`src/rtl/hwpf_stride_wrr_arb.sv`:
```
// Weighted round-robin request arbiter for the stride prefetcher cluster.
// Registers the winning request, tags it with the engine index and routes responses back by that tag.
package hwpf_stride_wrr_arb_pkg;
  typedef struct packed {
    logic [31:0] addr;
    logic [7:0]  tid;
    logic        need_rsp;
  } hpdcache_req_t;

  typedef struct packed {
    logic [31:0] data;
    logic [7:0]  tid;
  } hpdcache_rsp_t;
endpackage

module hwpf_stride_wrr_arb #(
  parameter int unsigned NUM_HW_PREFETCH = 4,
  parameter int unsigned MAX_INFLIGHT    = 2,
  parameter int unsigned WEIGHT_WIDTH    = 3,
  parameter type hpdcache_req_t = hwpf_stride_wrr_arb_pkg::hpdcache_req_t,
  parameter type hpdcache_rsp_t = hwpf_stride_wrr_arb_pkg::hpdcache_rsp_t,
  localparam int unsigned IDX_W = (NUM_HW_PREFETCH > 1) ? $clog2(NUM_HW_PREFETCH) : 1,
  localparam int unsigned CNT_W = $clog2(MAX_INFLIGHT + 1)
) (
  input  logic                                          clk_i,
  input  logic                                          rst_ni,
  input  logic [NUM_HW_PREFETCH-1:0][WEIGHT_WIDTH-1:0]  weight_i,
  input  logic [NUM_HW_PREFETCH-1:0]                    eng_req_valid_i,
  output logic [NUM_HW_PREFETCH-1:0]                    eng_req_ready_o,
  input  hpdcache_req_t [NUM_HW_PREFETCH-1:0]           eng_req_i,
  output logic [NUM_HW_PREFETCH-1:0]                    eng_rsp_valid_o,
  output hpdcache_rsp_t [NUM_HW_PREFETCH-1:0]           eng_rsp_o,
  output logic [NUM_HW_PREFETCH-1:0][CNT_W-1:0]         inflight_o,
  output logic                                          hpdcache_req_valid_o,
  input  logic                                          hpdcache_req_ready_i,
  output hpdcache_req_t                                 hpdcache_req_o,
  input  logic                                          hpdcache_rsp_valid_i,
  input  hpdcache_rsp_t                                 hpdcache_rsp_i,
  output logic                                          rsp_err_o
);

  if (NUM_HW_PREFETCH < 1 || NUM_HW_PREFETCH > 16) begin : g_bad_num
    $fatal(1, "hwpf_stride_wrr_arb: NUM_HW_PREFETCH must be 1..16");
  end
  if (MAX_INFLIGHT < 1 || MAX_INFLIGHT > 15) begin : g_bad_inflight
    $fatal(1, "hwpf_stride_wrr_arb: MAX_INFLIGHT must be 1..15");
  end

  localparam logic [CNT_W-1:0] MAX_CNT = CNT_W'(MAX_INFLIGHT);

  logic                                      out_valid_q;
  hpdcache_req_t                             out_req_q;
  logic [IDX_W-1:0]                          ptr_q;
  logic [WEIGHT_WIDTH-1:0]                   cnt_q;
  logic [NUM_HW_PREFETCH-1:0][CNT_W-1:0]     inflight_q, inflight_d;
  logic                                      rsp_err_q;

  logic [NUM_HW_PREFETCH-1:0]                eligible;
  logic [NUM_HW_PREFETCH-1:0][WEIGHT_WIDTH-1:0] eff_w;
  logic                                      load;
  logic                                      stay;
  logic                                      adv_found;
  logic [IDX_W-1:0]                          adv_idx;
  logic [IDX_W-1:0]                          cand;
  logic                                      gnt_any;
  logic [IDX_W-1:0]                          gnt_idx;
  hpdcache_req_t                             req_mod;
  logic [IDX_W-1:0]                          rsp_idx;
  logic                                      rsp_upper_zero;
  logic [NUM_HW_PREFETCH-1:0]                rsp_hit;

  assign load = !out_valid_q || hpdcache_req_ready_i;

  always_comb begin
    eligible = '0;
    eff_w    = '0;
    for (int unsigned i = 0; i < NUM_HW_PREFETCH; i++) begin
      eff_w[i]    = (weight_i[i] == '0) ? WEIGHT_WIDTH'(1) : weight_i[i];
      eligible[i] = eng_req_valid_i[i] && (!eng_req_i[i].need_rsp || inflight_q[i] < MAX_CNT);
    end
  end

  // Advance scan starts after ptr and wraps back to ptr itself as the last candidate.
  always_comb begin
    stay      = eligible[ptr_q] && (cnt_q < eff_w[ptr_q]);
    adv_found = 1'b0;
    adv_idx   = ptr_q;
    cand      = '0;
    for (int unsigned k = 1; k <= NUM_HW_PREFETCH; k++) begin
      cand = IDX_W'((32'(ptr_q) + k) % NUM_HW_PREFETCH);
      if (!adv_found && eligible[cand]) begin
        adv_found = 1'b1;
        adv_idx   = cand;
      end
    end
    gnt_any = load && (stay || adv_found);
    gnt_idx = stay ? ptr_q : adv_idx;
  end

  always_comb begin
    eng_req_ready_o = '0;
    if (gnt_any) eng_req_ready_o[gnt_idx] = 1'b1;
    req_mod                 = eng_req_i[gnt_idx];
    req_mod.tid             = '0;
    req_mod.tid[IDX_W-1:0]  = gnt_idx;
  end

  // Index match against each engine also rejects idx >= N without an out-of-range select.
  always_comb begin
    rsp_idx        = hpdcache_rsp_i.tid[IDX_W-1:0];
    rsp_upper_zero = ((hpdcache_rsp_i.tid >> IDX_W) == '0);
    rsp_hit        = '0;
    for (int unsigned i = 0; i < NUM_HW_PREFETCH; i++) begin
      if (hpdcache_rsp_valid_i && rsp_upper_zero && rsp_idx == IDX_W'(i) && inflight_q[i] != '0)
        rsp_hit[i] = 1'b1;
    end
  end

  always_comb begin
    inflight_d = inflight_q;
    for (int unsigned i = 0; i < NUM_HW_PREFETCH; i++) begin
      logic inc;
      inc = gnt_any && gnt_idx == IDX_W'(i) && eng_req_i[i].need_rsp;
      if (inc && !rsp_hit[i])      inflight_d[i] = inflight_q[i] + CNT_W'(1);
      else if (!inc && rsp_hit[i]) inflight_d[i] = inflight_q[i] - CNT_W'(1);
    end
  end

  always_comb begin
    for (int unsigned i = 0; i < NUM_HW_PREFETCH; i++) eng_rsp_o[i] = hpdcache_rsp_i;
  end

  always_ff @(posedge clk_i or negedge rst_ni) begin
    if (!rst_ni) begin
      out_valid_q <= 1'b0;
      out_req_q   <= '0;
      ptr_q       <= '0;
      cnt_q       <= '0;
      inflight_q  <= '0;
      rsp_err_q   <= 1'b0;
    end else begin
      if (load) begin
        out_valid_q <= gnt_any;
        if (gnt_any) begin
          out_req_q <= req_mod;
          if (stay) begin
            cnt_q <= cnt_q + WEIGHT_WIDTH'(1);
          end else begin
            ptr_q <= adv_idx;
            cnt_q <= WEIGHT_WIDTH'(1);
          end
        end
      end
      inflight_q <= inflight_d;
      rsp_err_q  <= hpdcache_rsp_valid_i && (rsp_hit == '0);
    end
  end

  assign eng_rsp_valid_o      = rsp_hit;
  assign inflight_o           = inflight_q;
  assign hpdcache_req_valid_o = out_valid_q;
  assign hpdcache_req_o       = out_req_q;
  assign rsp_err_o            = rsp_err_q;

endmodule
```
`config.mk`:
```
export PLATFORM = sky130hd
export DESIGN_NAME = hwpf_stride_wrr_arb
export DESIGN_NICKNAME = d
export VERILOG_FILES = /design/src/rtl/hwpf_stride_wrr_arb.sv
export SDC_FILE = /design/constraint.sdc
export NUM_CORES = 1
export LEC_CHECK = 0
export ABC_AREA = 1
export CAP_MARGIN = 20
export CORE_AREA = 10 10 165 167
export CTS_BUF_LIST = sky130_fd_sc_hd__clkbuf_2 sky130_fd_sc_hd__clkbuf_4 sky130_fd_sc_hd__clkbuf_8
export CTS_CLUSTER_DIAMETER = 30
export CTS_CLUSTER_SIZE = 10
export DETAILED_ROUTE_END_ITERATION = 7
export DIE_AREA = 0 0 175 177
export PLACE_DENSITY_LB_ADDON = 0.05
export SLEW_MARGIN = 20
export SYNTH_ARGS = -nofsm -noshare
export SYNTH_HDL_FRONTEND = slang
export SYNTH_SLANG_ARGS = --single-unit
```
`constraint.sdc`:
```
create_clock -name clk_i -period 3 [get_ports clk_i]
set_input_delay 0.45 -clock clk_i [delete_from_list [all_inputs] [get_ports clk_i]]
set_output_delay 0.45 -clock clk_i [all_outputs]
set_load 0.005 [all_outputs]
```
==> results of run 1 <==
-- report_power, final --
part	total [W]	switching, W	internal [W]
sequential	0.00122	0.000225	0.000996
combinational	0.00818	0.00493	0.00325
clock	0.000539	0.000266	0.000273
-- logic make-up after synthesis --
group / Yosys count
and+or+nand+nor: 508
buffers and inverters: 237
other: 1
adders and majority gates: 7
AOI/OAI and AO/OA: 23
xor gates and xnor gates: 9
DFF: 48
-- worst paths after layout --
kind,from,endpoint,slack [ps]
setup / recovery,ptr_q[1]$_DFFE_PN0P_,eng_req_ready_o[2],4
setup reg to reg,ptr_q[1]$_DFFE_PN0P_,inflight_o[7]$_DFFE_PN0P_,40
hold / removal,rst_ni,hpdcache_req_o[39]$_DFFE_PN0P_,230
max in group asynchronous,rst_ni,ptr_q[0]$_DFFE_PN0P_,2030
hold reg to reg,hpdcache_req_o[22]$_DFFE_PN0P_,hpdcache_req_o[22]$_DFFE_PN0P_,480
min in group clk_i,hpdcache_req_o[22]$_DFFE_PN0P_,hpdcache_req_o[22]$_DFFE_PN0P_,480
-- per-stage QoR --
stage          setup TNS [ps]  power, W  utilization (%)  cell area [sq um]  cells
3_5_place_dp           -15700   0.00891             29.4               7040   1245
6_report                    0   0.00994             31.0               7430   1261
3_3_place_gp           -14330   0.00886             29.4               7040   1245
2_1_floorplan               0   0.00628                -               5320    838
5_1_grt                 -2760    0.0111             31.0               7430   1261
4_1_cts                  -227   0.00980             30.4               7280   1258
-- layout make-up --
type                       instances  area (sq um)
clock buffer                       6          82.6
inverter                          27           111
tap                              324           405
timing repair buffer             301          2900
clock inverter                     2          38.8
multi-input combinational        553          2690
fill                            2645         16500
sequential                        48          1200
-- flip-flops by register name, indices dropped and copies added, names as in the netlist --
register / cells
hpdcache_req_valid_o: 1
hpdcache_req_o: 33
inflight_o: 8
rsp_err_o: 1
cnt_q: 3
ptr_q: 2
-- Yosys cell counts (2+ instances only) --
| master | number | area share, % |
|---|---|---|
| nand3_2 | 2 | 0.38 |
| o21ai_1 | 3 | 0.28 |
| nand2_1 | 314 | 22 |
| nand2_2 | 4 | 0.47 |
| buf_2 | 19 | 1.8 |
| nand4_1 | 2 | 0.24 |
| xor2_1 | 2 | 0.33 |
| nor2_1 | 17 | 1.2 |
| clkbuf_1 | 4 | 0.28 |
| o21ai_0 | 9 | 0.85 |
| a21oi_1 | 8 | 0.76 |
| buf_6 | 4 | 0.85 |
| nor4_1 | 2 | 0.24 |
| xnor2_1 | 7 | 1.2 |
| inv_2 | 2 | 0.14 |
| or2_2 | 2 | 0.24 |
| dfrtp_1 | 48 | 23 |
| ha_1 | 7 | 1.7 |
| nor3_1 | 6 | 0.57 |
| nand3_1 | 155 | 15 |
| inv_1 | 24 | 1.7 |
| buf_4 | 183 | 26 |
-- cells in the final DEF (no fill, tap or decap), drive strengths merged, types with 2 or more instances in the layout --
cell type,synthesis,layout
nand2,319,319
clkdlybuf4s50,0,239
nand3,157,157
buf,206,62
dfrtp,48,48
inv,26,26
nor2,17,17
o21ai,12,12
a21oi,8,8
xnor2,7,7
ha,7,7
conb,1,6
clkbuf,4,6
nor3,6,6
or2,3,3
clkinv,1,2
nand4,2,2
xor2,2,2
nor4,2,2
-- routing by layer --
metal	track usage, %	part of all wire (%)	vias to the layer above
met3	4.76	8.5	58
met2	23.7	48	214
met5	0	0	-
met4	4.34	2.5	0
met1	15.9	41	2523
li1	-	-	2679
-- repair_timing --
action	CTS	global route
pin swaps	11	15
endpoints found under the setup margin	44	45
hold buffers	0	0
resized for setup	41	35
setup buffers	5	3
-- worst max-delay path, stage by stage, from the launching register on --
cell      delay (ps)
dfrtp_2          460
buf_6            130
nand3_2           60
o21ai_2           60
a221oi_2         170
ha_1             280
a21oi_2          150
a21boi_4         220
nand2_4           90
nand3_4           70
nand2_4           70
buf_12           130
nor3_4           160
buf_2            140
==> flow_metrics.env, run 1 <==
export IMPL_peakVddDrop_v=0.000724
export IMPL_cts_tree="done"
export IMPL_criticalPathCategory="flop to output pin"
export IMPL_p_per_area_nw_per_um2=1340
export IMPL_cts_made_buffers=5
export IMPL_n_antenna_cell=0
export IMPL_timing_final_ws_setup_ps=3.73
export IMPL_final_nets=1167
export IMPL_worst_clock_skew_ps=4.58
export IMPL_yosysWarnings=0
export IMPL_dp_worst_setup_slack_ps=-567
export IMPL_port_buffers=244
export IMPL_synthXorXnorAreaFrac_pct=1.49
export IMPL_rsz0062_at_grt="true"
export IMPL_grt_total_usage_pct=13.8
export IMPL_final_max_slew_viol_count=0
export IMPL_status="finished, final reports clean"
export IMPL_dr_pass1_iters=5
export IMPL_avgSynthCellArea_sq_um=6.36
export IMPL_relSlewSlack_pct=41.2
export IMPL_fp_dieH_microns=177
export IMPL_htree_levels=2
export IMPL_worst_hold_slack_ps=230
export IMPL_drv_cap=0
export IMPL_worst_setup_path_end_kind="output pin"
export IMPL_core_area_sq_um=24000
export IMPL_period_minus_slack_ps=3000
export IMPL_grt_pass1_vias=5611
export IMPL_synth_simple_gate_area_share_pct=40.8
export IMPL_timing_hold_violations_final=0
export IMPL_postSynthCellCount=833
export IMPL_start_util_pct=22.1
export IMPL_viasPerCell=4.34
export IMPL_drc=0
export IMPL_yosysUniqueCellTypes=31
export IMPL_critPathMaxFanout=4
export IMPL_cp_required_ps=2550
export IMPL_die_w_microns=175
export IMPL_globalplace_congestion=0.789
export IMPL_arrival_ps=2550
export IMPL_design_die_area_sq_um=31000
export IMPL_layout_worst_path_cycle_share_pct=99.9
export IMPL_synth_area_sq_um=5290
export IMPL_worstHoldPathType="input pin to asynchronous set/reset pin"
export IMPL_insertion_delay_ps=330
export IMPL_ant_nets=0
export IMPL_grt_antenna_before_repair=0
export IMPL_async_flop_share_pct=100
export IMPL_grt_start_max_net_pins=65
export IMPL_finalSetupViolations=0
export IMPL_clkSlewWorstSetupHoldPaths_ps=100
export IMPL_ios=443
export IMPL_grt_overflow=0
export IMPL_syn_to_final_growth_pct=40.4
export IMPL_drt_wl_total_mm=23.0
export IMPL_clock_path_buffers=2
export IMPL_routed_via_count=5474
export IMPL_reg2regPathDepth=18
export IMPL_grt_pass1_wl_mm=34.0
export IMPL_ys_flop_type="dfrtp_1"
export IMPL_worst_pin_slew_ps=882
export IMPL_synth_top_family_by_area="simple AND/OR/NAND/NOR gates"
export IMPL_drtIter0Drc=248
export IMPL_cts_root_buffer="clkbuf_8"
export IMPL_synth_fa_ha_area_share_pct=1.65
export IMPL_timing_fmax_mhz=334
export IMPL_synth_seq_cells=48
export IMPL_cts_sinks=48
export IMPL_cp_start_kind="flop"
export IMPL_yosysSeqAreaShare_pct=22.7
export IMPL_synthMuxAreaShare_pct=0
export IMPL_synth_edff_count=0
export IMPL_detailed_place_hpwl_mm=17.7
export IMPL_leakagePower_nw=3.60
export IMPL_drive_gt1_share_pct=13.4
export IMPL_placementRows=57
export IMPL_wire_per_inst_microns=18.2
export IMPL_synth_compound_area_share_pct=2.43
Note: power is estimated with default switching activity, not from simulation.
==> run 2, diff against run 1 <==
Settings changed: CORE_AREA 10 10 165 167 to 2 2 172 174, DIE_AREA 0 0 175 177 to 0 0 174 176.
==> run 2 against run 1 <==
Effect of this change:
- the flow now finishes with violations (negative setup slack)
- critical path depth is the same
- sequential power is essentially flat
- die area shrank 1.1%
- wire length shrank 1.1%
- sequential cell count is the same
- via count shrank 0.11%
- clock power shrank 1%
- final cell count grew 5.3%
==> flow_metrics.env, run 2 (synthesized netlist as in run 1, its figures left out) <==
export IMPL_viasPerCell=4.12
export IMPL_final_cell_mix="nand2_1, clkdlybuf4s50_1, nand3_1"
export IMPL_leakagePower_nw=3.66
export IMPL_peakVddDrop_v=0.000893
export IMPL_design_die_area_sq_um=30600
export IMPL_die_w_microns=174
export IMPL_cts_made_buffers=5
export IMPL_failed_checks="negative setup slack"
export IMPL_drive_gt1_share_pct=14.6
export IMPL_wl_met2_mm=11.1
export IMPL_cts_tree="done"
export IMPL_core_area_sq_um=28500
export IMPL_cts_sinks=48
export IMPL_met3_length_mm=1.71
export IMPL_cp_start_kind="flop"
export IMPL_syn_to_final_growth_pct=45.2
export IMPL_final_max_slew_viol_count=0
export IMPL_worstHoldPathType="input pin to asynchronous set/reset pin"
export IMPL_layout_commonest_cell="nand2_1"
export IMPL_fin_area_sq_um=7690
export IMPL_cts_root_buffer="clkbuf_8"
export IMPL_clkSlewWorstSetupHoldPaths_ps=110
export IMPL_largest_reg_flops=33
export IMPL_criticalPathCategory="flop to output pin"
export IMPL_rsz0062_at_grt="true"
export IMPL_start_util_pct=18.5
export IMPL_htree_levels=2
export IMPL_routed_via_count=5468
export IMPL_p_per_area_nw_per_um2=1340
export IMPL_drc=0
export IMPL_port_buffers=244
export IMPL_dr_pass1_iters=4
export IMPL_fp_dieH_microns=176
export IMPL_worst_setup_path_end_kind="output pin"
export IMPL_globalplace_congestion=0.716
export IMPL_wire_per_inst_microns=17.1
export IMPL_reg2regPathDepth=19
export IMPL_period_minus_slack_ps=3060
export IMPL_cts_hold_buffers=0
export IMPL_n_antenna_cell=0
export IMPL_status="finished, violations left"
export IMPL_met1Wirelength_mm=9.48
export IMPL_clock_path_buffers=2
export IMPL_arrival_ps=2610
export IMPL_grt_total_usage_pct=14.4
export IMPL_grt_start_max_net_pins=65
export IMPL_grt_pass1_vias=5730
export IMPL_top_layer="met5"
export IMPL_drv_cap=0
export IMPL_relSlewSlack_pct=48.7
export IMPL_critPathMaxFanout=5
export IMPL_grt_antenna_before_repair=1
export IMPL_timing_hold_violations_final=0
export IMPL_fin_util_pct=26.9
export IMPL_final_nets=1174
export IMPL_cp_required_ps=2550
export IMPL_insertion_delay_ps=330
export IMPL_worst_hold_slack_ps=171
export IMPL_grt_pass1_wl_mm=34.1
export IMPL_fillers=3246
export IMPL_ant_nets=0
export IMPL_drtIter0Drc=180
export IMPL_placedCellCount=1310
export IMPL_worst_clock_skew_ps=12.0
export IMPL_grt_overflow=0
export IMPL_drt_wl_total_mm=22.7
export IMPL_placementRows=62
export IMPL_timing_final_ws_setup_ps=-61.1
export IMPL_layout_worst_path_cycle_share_pct=102
export IMPL_timing_fmax_mhz=327
export IMPL_finalSetupViolations=3
export IMPL_stdcell_count=1328
export IMPL_worst_pin_slew_ps=770
export IMPL_detailed_place_hpwl_mm=16.4
export IMPL_post_dp_cell_area_sq_um=7180
export IMPL_ios=443
[run 2: cell types whose count changed in the layout (fill, tap and decap cells not counted), moves of 3 or more]
cell / previous run / this run
a21oi_1: 5 / 2
nand2_4: 6 / 9
nand3_2: 8 / 3
nor2_4: 0 / 3
nor2_1: 14 / 11
nand3_1: 148 / 152
[run 2: timing repair]
action / 4_1_cts / 5_1_grt
endpoints found under the setup margin: 45 / 46
pin swaps: 17 / 19
gates resized for setup: 47 / 53
hold endpoints to repair: 0 / 0
buffers inserted: 6 / 4
[run 2: path summary, 6_finish.rpt]
path / slack, ps / from / to
max: -60 / ptr_q[1]$_DFFE_PN0P_ / eng_req_ready_o[2]
min: 170 / rst_ni / hpdcache_req_o[37]$_DFFE_PN0P_
max reg2reg: 10 / ptr_q[1]$_DFFE_PN0P_ / inflight_o[3]$_DFFE_PN0P_
min reg2reg: 490 / hpdcache_req_o[22]$_DFFE_PN0P_ / hpdcache_req_o[22]$_DFFE_PN0P_
max in group asynchronous: 2180 / rst_ni / ptr_q[0]$_DFFE_PN0P_
min in group clk_i: 490 / hpdcache_req_o[22]$_DFFE_PN0P_ / hpdcache_req_o[22]$_DFFE_PN0P_
[run 2: per-layer routing]
layer  vias up  track usage [%]
met5         -                0
met4         2             4.03
met3        37             4.46
met2       211             25.2
met1      2527             17.0
li1       2691                -
[run 2: per-stage QoR]
step                setup TNS (ps)  total power, W  setup WS (ps)
floorplan                        0         0.00628           20.5
global placement            -18440         0.00918           -586
detailed placement          -19110         0.00911           -601
CTS                           -726          0.0100           -115
global route                 -2430          0.0116           -249
finish                        -121          0.0103          -61.1
[run 2: area by class of cell]
type	instances	area, sq um	share of cell area [%]
clock buffer	5	68.8	0.895
sequential	48	1200	15.7
timing repair buffer	308	3000	39.0
multi-input combinational	553	2790	36.2
tap	384	480	6.25
clock inverter	3	42.5	0.553
inverter	27	111	1.45
[run 2: power breakdown]
group,switching [W],internal [W]
logic,0.00504,0.00349
clock network,0.000283,0.000248
registers,0.000230,0.000996
total,0.00555,0.00473
[run 2: worst max-delay path, cell delays in order (launching register included)]
cell,delay [ps]
dfrtp_2,450
clkinv_4,100
nand2_4,80
inv_4,50
a221oi_4,270
ha_1,280
a21oi_2,140
a21boi_4,220
nand2_4,90
nand3_2,110
nand2_4,100
buf_6,130
nor3_4,150
buf_2,140
